$ cat config.mk
export PLATFORM = sky130hd
export DESIGN_NAME = regfile_load_unit
export DESIGN_NICKNAME = d
export VERILOG_FILES = /design/src/rtl/regfile_load_unit.sv
export SDC_FILE = /design/constraint.sdc
export NUM_CORES = 1
export LEC_CHECK = 0
export CAP_MARGIN = 20
export CORE_MARGIN = 2
export CORE_UTILIZATION = 30
export DETAILED_ROUTE_END_ITERATION = 12
export PLACE_DENSITY_LB_ADDON = 0.08
export SYNTH_ARGS = -nofsm -noshare
export SYNTH_HDL_FRONTEND = slang
export SYNTH_SLANG_ARGS = --single-unit
$ cat constraint.sdc
create_clock -name clock -period 4.6 [get_ports clock]
set_input_delay 0.69 -clock clock [delete_from_list [all_inputs] [get_ports clock]]
set_output_delay 0.69 -clock clock [all_outputs]
set_load 0.01 [all_outputs]
$ cat src/rtl/regfile_load_unit.sv
// ---------------------------------------------------------------------------
// regfile_load_unit
//
// Register file and writeback stage for the flow CPU datapath. Register 0 is
// the program counter; registers 1..NREGS-1 are general purpose. Each
// register carries overflow and error flags. Zero and sign flags are derived
// combinationally from the committed register values.
//
// ALU results are written back in one cycle. Memory loads use a two-state
// controller (IDLE/WAIT) that waits for ld_valid with a timeout. The PC is
// frozen while a load is outstanding.
//
// Ports
//   clock, resetn                    clock, synchronous active-low reset
//   pc_inc                           add 1 to the PC this cycle
//   wr_en, wr_src, wr_sel            writeback request, source (0 ALU, 1 load),
//                                    destination register
//   alu_result, alu_ofl, alu_err     ALU data and flags
//   ld_valid, ld_data                memory load handshake and data
//   rd_{a,b,c}_sel / rd_{a,b,c}      combinational read ports (no bypass)
//   pc, busy                         register 0 value, load outstanding
//   registers                        flat view, register i at [i*WIDTH +: WIDTH]
//   zeroflag, signflag               per-register zero / MSB flags
//   overflow, errorbit               per-register stored flags
// ---------------------------------------------------------------------------
module regfile_load_unit #(
  parameter int WIDTH   = 16,
  parameter int NREGS   = 16,
  parameter int SELW    = 4,
  parameter int TIMEOUT = 15
) (
  input  logic                   clock,
  input  logic                   resetn,
  input  logic                   pc_inc,
  input  logic                   wr_en,
  input  logic                   wr_src,
  input  logic [SELW-1:0]        wr_sel,
  input  logic [WIDTH-1:0]       alu_result,
  input  logic                   alu_ofl,
  input  logic                   alu_err,
  input  logic                   ld_valid,
  input  logic [WIDTH-1:0]       ld_data,
  input  logic [SELW-1:0]        rd_a_sel,
  input  logic [SELW-1:0]        rd_b_sel,
  input  logic [SELW-1:0]        rd_c_sel,
  output logic [WIDTH-1:0]       rd_a,
  output logic [WIDTH-1:0]       rd_b,
  output logic [WIDTH-1:0]       rd_c,
  output logic [WIDTH-1:0]       pc,
  output logic                   busy,
  output logic [NREGS*WIDTH-1:0] registers,
  output logic [NREGS-1:0]       zeroflag,
  output logic [NREGS-1:0]       signflag,
  output logic [NREGS-1:0]       overflow,
  output logic [NREGS-1:0]       errorbit
);

  localparam int CW = (TIMEOUT > 1) ? $clog2(TIMEOUT) : 1;

  typedef enum logic {
    S_IDLE,
    S_WAIT
  } state_t;

  state_t            state;
  logic [WIDTH-1:0]  regs [NREGS];
  logic [SELW-1:0]   dest;
  logic [CW-1:0]     cnt;
  logic              wr_ok;

  assign wr_ok = (32'(wr_sel) < NREGS);

  // Out-of-range selects read as zero rather than aliasing a real register.
  function automatic logic [WIDTH-1:0] read_reg(input logic [SELW-1:0] sel);
    if (32'(sel) < NREGS) return regs[sel];
    return '0;
  endfunction

  assign rd_a = read_reg(rd_a_sel);
  assign rd_b = read_reg(rd_b_sel);
  assign rd_c = read_reg(rd_c_sel);
  assign pc   = regs[0];
  assign busy = (state == S_WAIT);

  for (genvar i = 0; i < NREGS; i++) begin : g_flat
    assign registers[i*WIDTH +: WIDTH] = regs[i];
    assign zeroflag[i]                 = (regs[i] == '0);
    assign signflag[i]                 = regs[i][WIDTH-1];
  end

  always_ff @(posedge clock) begin
    if (!resetn) begin
      // NOTE: the register array is architecturally visible state that must
      // read as zero after reset, so every entry is cleared here rather than
      // left uninitialised like a plain RAM.
      for (int i = 0; i < NREGS; i++) regs[i] <= '0;
      overflow <= '0;
      errorbit <= '0;
      state    <= S_IDLE;
      dest     <= '0;
      cnt      <= '0;
    end else begin
      case (state)
        S_IDLE: begin
          // NOTE: later non-blocking assignments to regs[0] in this block
          // override this default increment; that ordering is intentional.
          regs[0] <= regs[0] + WIDTH'(pc_inc);
          if (wr_en && wr_ok) begin
            if (!wr_src) begin
              // A write to register 0 still honours pc_inc on the new value.
              regs[wr_sel]     <= alu_result +
                                  ((wr_sel == '0) ? WIDTH'(pc_inc) : '0);
              overflow[wr_sel] <= alu_ofl;
              errorbit[wr_sel] <= alu_err;
            end else begin
              // Accepting a load freezes the PC in this same cycle.
              regs[0] <= regs[0];
              dest    <= wr_sel;
              cnt     <= '0;
              state   <= S_WAIT;
            end
          end
        end
        S_WAIT: begin
          if (ld_valid) begin
            // Data arriving on the timeout cycle still wins.
            regs[dest]     <= ld_data;
            overflow[dest] <= 1'b0;
            errorbit[dest] <= 1'b0;
            state          <= S_IDLE;
          end else if (cnt == CW'(TIMEOUT - 1)) begin
            errorbit[dest] <= 1'b1;
            state          <= S_IDLE;
          end else begin
            cnt <= cnt + 1'b1;
          end
        end
        default: state <= S_IDLE;
      endcase
    end
  end

endmodule

==> flow_metrics.py <==
metrics = {
    "floorplan": {
        "coreArea_um2": 64700,
        "rows": 93,
        "initial_core_util_pct": 30.4,
        "die_height_um": 260,
        "dieArea_um2": 67600,
        "io_pins": 441,
        "die_x_um": 260,
    },
    "logic_synthesis": {
        "syn_inst": 1478,
        "syn_area_per_cell_um2": 13.3,
        "yosys_warnings": 0,
        "ys_seq_area_share_pct": 43.3,
        "synth_ff_type": "edfxtp_1",
        "synth_seq_cells": 297,
        "syn_area_um2": 19700,
        "synthDistinctLibCells": 83,
        "synth-edff-count": 256,
        "async_flop_share_pct": 0,
        "syn_nets": 1540,
    },
    "timing": {
        "totalNegativeSetupSlack_ns": 0,
        "setup_viol": 0,
        "rsz0062_at_grt": "false",
        "fin_worst_skew_ns": 0.0168,
        "setup_slack_ns": 0.871,
        "min_period_over_period_pct": 81.1,
        "drv_slew": 0,
        "period_minus_slack_ns": 3.73,
        "worst_slew_pin_slew_ns": 0.999,
        "fmax_mhz": 268,
        "finalHoldViolations": 0,
        "slew_headroom_pct": 33.4,
    },
    "drt": {
        "avgRoutedWirePerCell_um": 34.8,
        "drc": 0,
        "drt-total-wl_mm": 95.4,
        "drt_iter0_markers": 1949,
        "detail_route.first_pass.iterations": 5,
        "postRouteAntennaNets": 0,
        "viasPerCell": 6.07,
        "num_vias": 16600,
    },
    "power": {
        "p_int_w": 0.00549,
        "power.switching_w": 0.00226,
        "vdd_drop_max_uv": 222,
        "p_clk_share_pct": 37.2,
        "pwr-share-seq_pct": 42.6,
        "swShare_pct": 29.1,
        "p_per_area_nw_per_um2": 297,
        "power_leakage_nw": 8.81,
        "p_comb_share_pct": 20.3,
    },
    "run_status": {
        "status": "complete, no violations",
    },
    "layout": {
        "nFillCells": 6165,
        "area_growth_pct": 32.5,
        "layout_common_cells": "433 x clkdlybuf4s50_1, 256 x edfxtp_1, 240 x mux4_2",
        "fin_nets": 1921,
        "instances_no_fill": 2741,
        "drive_gt1_share_pct": 26.0,
        "final_common_cell": "clkdlybuf4s50_1",
    },
    "setup_path": {
        "cp_max_fo": 19,
        "critPathRequiredTime_ns": 3.91,
        "crit_chain": "buf_4, buf_4, mux4_2, mux4_2, clkdlybuf4s50_1",
        "cp_slowest_stage_delay_ns": 0.60,
        "slowest_stage": "mux4_2",
        "reg2reg_slack_ns": 1.49,
        "r2r-start": "busy$_SDFF_PN0_",
        "critPathCaptureType": "output pin",
        "crit_buf_inv": 3,
        "cp-start-kind": "input port",
        "critPathKind": "in2out",
        "rr_endpoint": "regs[15][9]$_SDFFCE_PN0P_",
        "reg2regPathDepth": 5,
        "cp_num_cells": 5,
        "path_delay_family": "buffers and inverters",
        "worstPathArrival_ns": 3.04,
    },
    "clock_tree": {
        "clockBufferDepth": 3,
        "clk_pin_slew_ns": 0.06,
        "htreeDepth": 2,
        "cts_root_buffer": "clkbuf_16",
        "cts_buffers": 37,
        "cts.sinks": 297,
        "postCtsResizedCells": 0,
        "cts_tree": "yes",
        "post_cts_buffers": 0,
        "clk_latency_ns": 0.55,
        "cts-hold-fix-buffers": 0,
    },
    "grt": {
        "grt.total_usage_pct": 27.8,
        "antenna_found_initial": 2,
        "grt_pass1_wl_mm": 131,
        "grt_overflow_total": 0,
        "grt_max_degree": 37,
        "grt_pass1_vias": 16100,
    },
    "placed_design": {
        "placedCellCount": 2674,
        "port_buffers": 440,
        "hpwl_mm": 72.5,
        "dp_slack_ns": 0.611,
        "globalplace.congestion": 0.914,
    },
    "min_path": {
        "worst_hold_path_type": "reg2reg",
        "whs_path_depth": 2,
    },
    "run": {
        "maxCapViolCount": 0,
    },
}
worst max path at each step:
stage,from,slack (ns),endpoint
floorplan,wr_sel[3],1.02,regs[10][14]$_SDFFCE_PN0P_
global placement,wr_sel[3],0.74,regs[0][10]$_DFFE_PP_
detailed placement,wr_sel[3],0.61,regs[0][10]$_DFFE_PP_
CTS,rd_b_sel[0],0.87,rd_b[5]
global route,rd_b_sel[0],0.78,rd_b[15]
finish,rd_b_sel[0],0.87,rd_b[15]
registers in the layout (all words and copies together), names as in the netlist, named ones only:
signal / cells
busy: 1
regs: 256
overflow: 16
cnt: 4
dest: 4
stage by stage:
stage	hold slack, ns	power, W	instance area (um^2)	util [%]
floorplan	0.469	0.00403	19700	-
global placement	0.453	0.00489	24900	38.5
detailed placement	0.466	0.00490	24900	38.5
CTS	0.472	0.00777	26100	40.3
global route	0.487	0.00795	26100	40.3
finish	0.470	0.00774	26100	40.3
cells in the mapped netlist (10+ instances only):
cell / instances / area (um^2)
a21oi_1: 26 / 130
buf_1: 12 / 45.0
edfxtp_1: 256 / 7690
buf_4: 35 / 263
nand3_1: 22 / 110
xnor2_1: 10 / 87.6
nor2_1: 150 / 563
clkbuf_1: 73 / 274
nand2b_1: 17 / 106
o21ai_0: 17 / 85.1
mux2i_1: 24 / 240
nand2_1: 57 / 214
o22ai_1: 18 / 113
mux4_2: 240 / 5410
buf_6: 11 / 124
nor2_2: 72 / 450
buf_2: 43 / 215
dfxtp_1: 41 / 821
nor4_1: 73 / 457
and4_1: 17 / 149
nor3_1: 58 / 290
logic make-up after synthesis:
family                   synth area share (%)
multiplexers                             29.3
AO/OA/AOI/OAI                            5.89
XOR/XNOR                                0.579
AND/OR/NAND/NOR                          15.7
adder cells (fa/ha/maj)                 0.382
buffers and inverters                    4.90
flip-flops                               43.3
layout make-up:
type	count	area (um^2)	area share (%)
clock inverter	19	173	0.662
multi-input combinational	996	10200	39.1
clock buffer	46	981	3.76
antenna	1	2.50	0.00960
inverter	10	37.5	0.144
sequential	297	8510	32.6
timing repair buffer	517	5090	19.5
tap	855	1070	4.10
worst reg2reg max path, delay by kind of cell (launching register included):
| family | cells | cell delay [ns] |
|---|---|---|
| flip-flops | 1 | 0.68 |
| buffers and inverters | 1 | 0.26 |
| AND/OR/NAND/NOR | 3 | 1.22 |
| AO/OA/AOI/OAI | 1 | 0.57 |
power groups by stage:
stage	combinational [W]	sequential (W)	clock, W
final	0.00157	0.00329	0.00288
after global routing	0.00163	0.00330	0.00301
after CTS	0.00156	0.00329	0.00293
after detailed placement	0.00155	0.00334	0
after global placement	0.00155	0.00334	0
after floorplan	0.000794	0.00323	0
metal layers:
metal / wire length (um) / GRT usage (%)
met1: 39500 / 38.1
met2: 42600 / 42.1
met3: 10200 / 8.24
met4: 3090 / 8.94
met5: 20 / 0
Power figures use the tool's default switching activity.
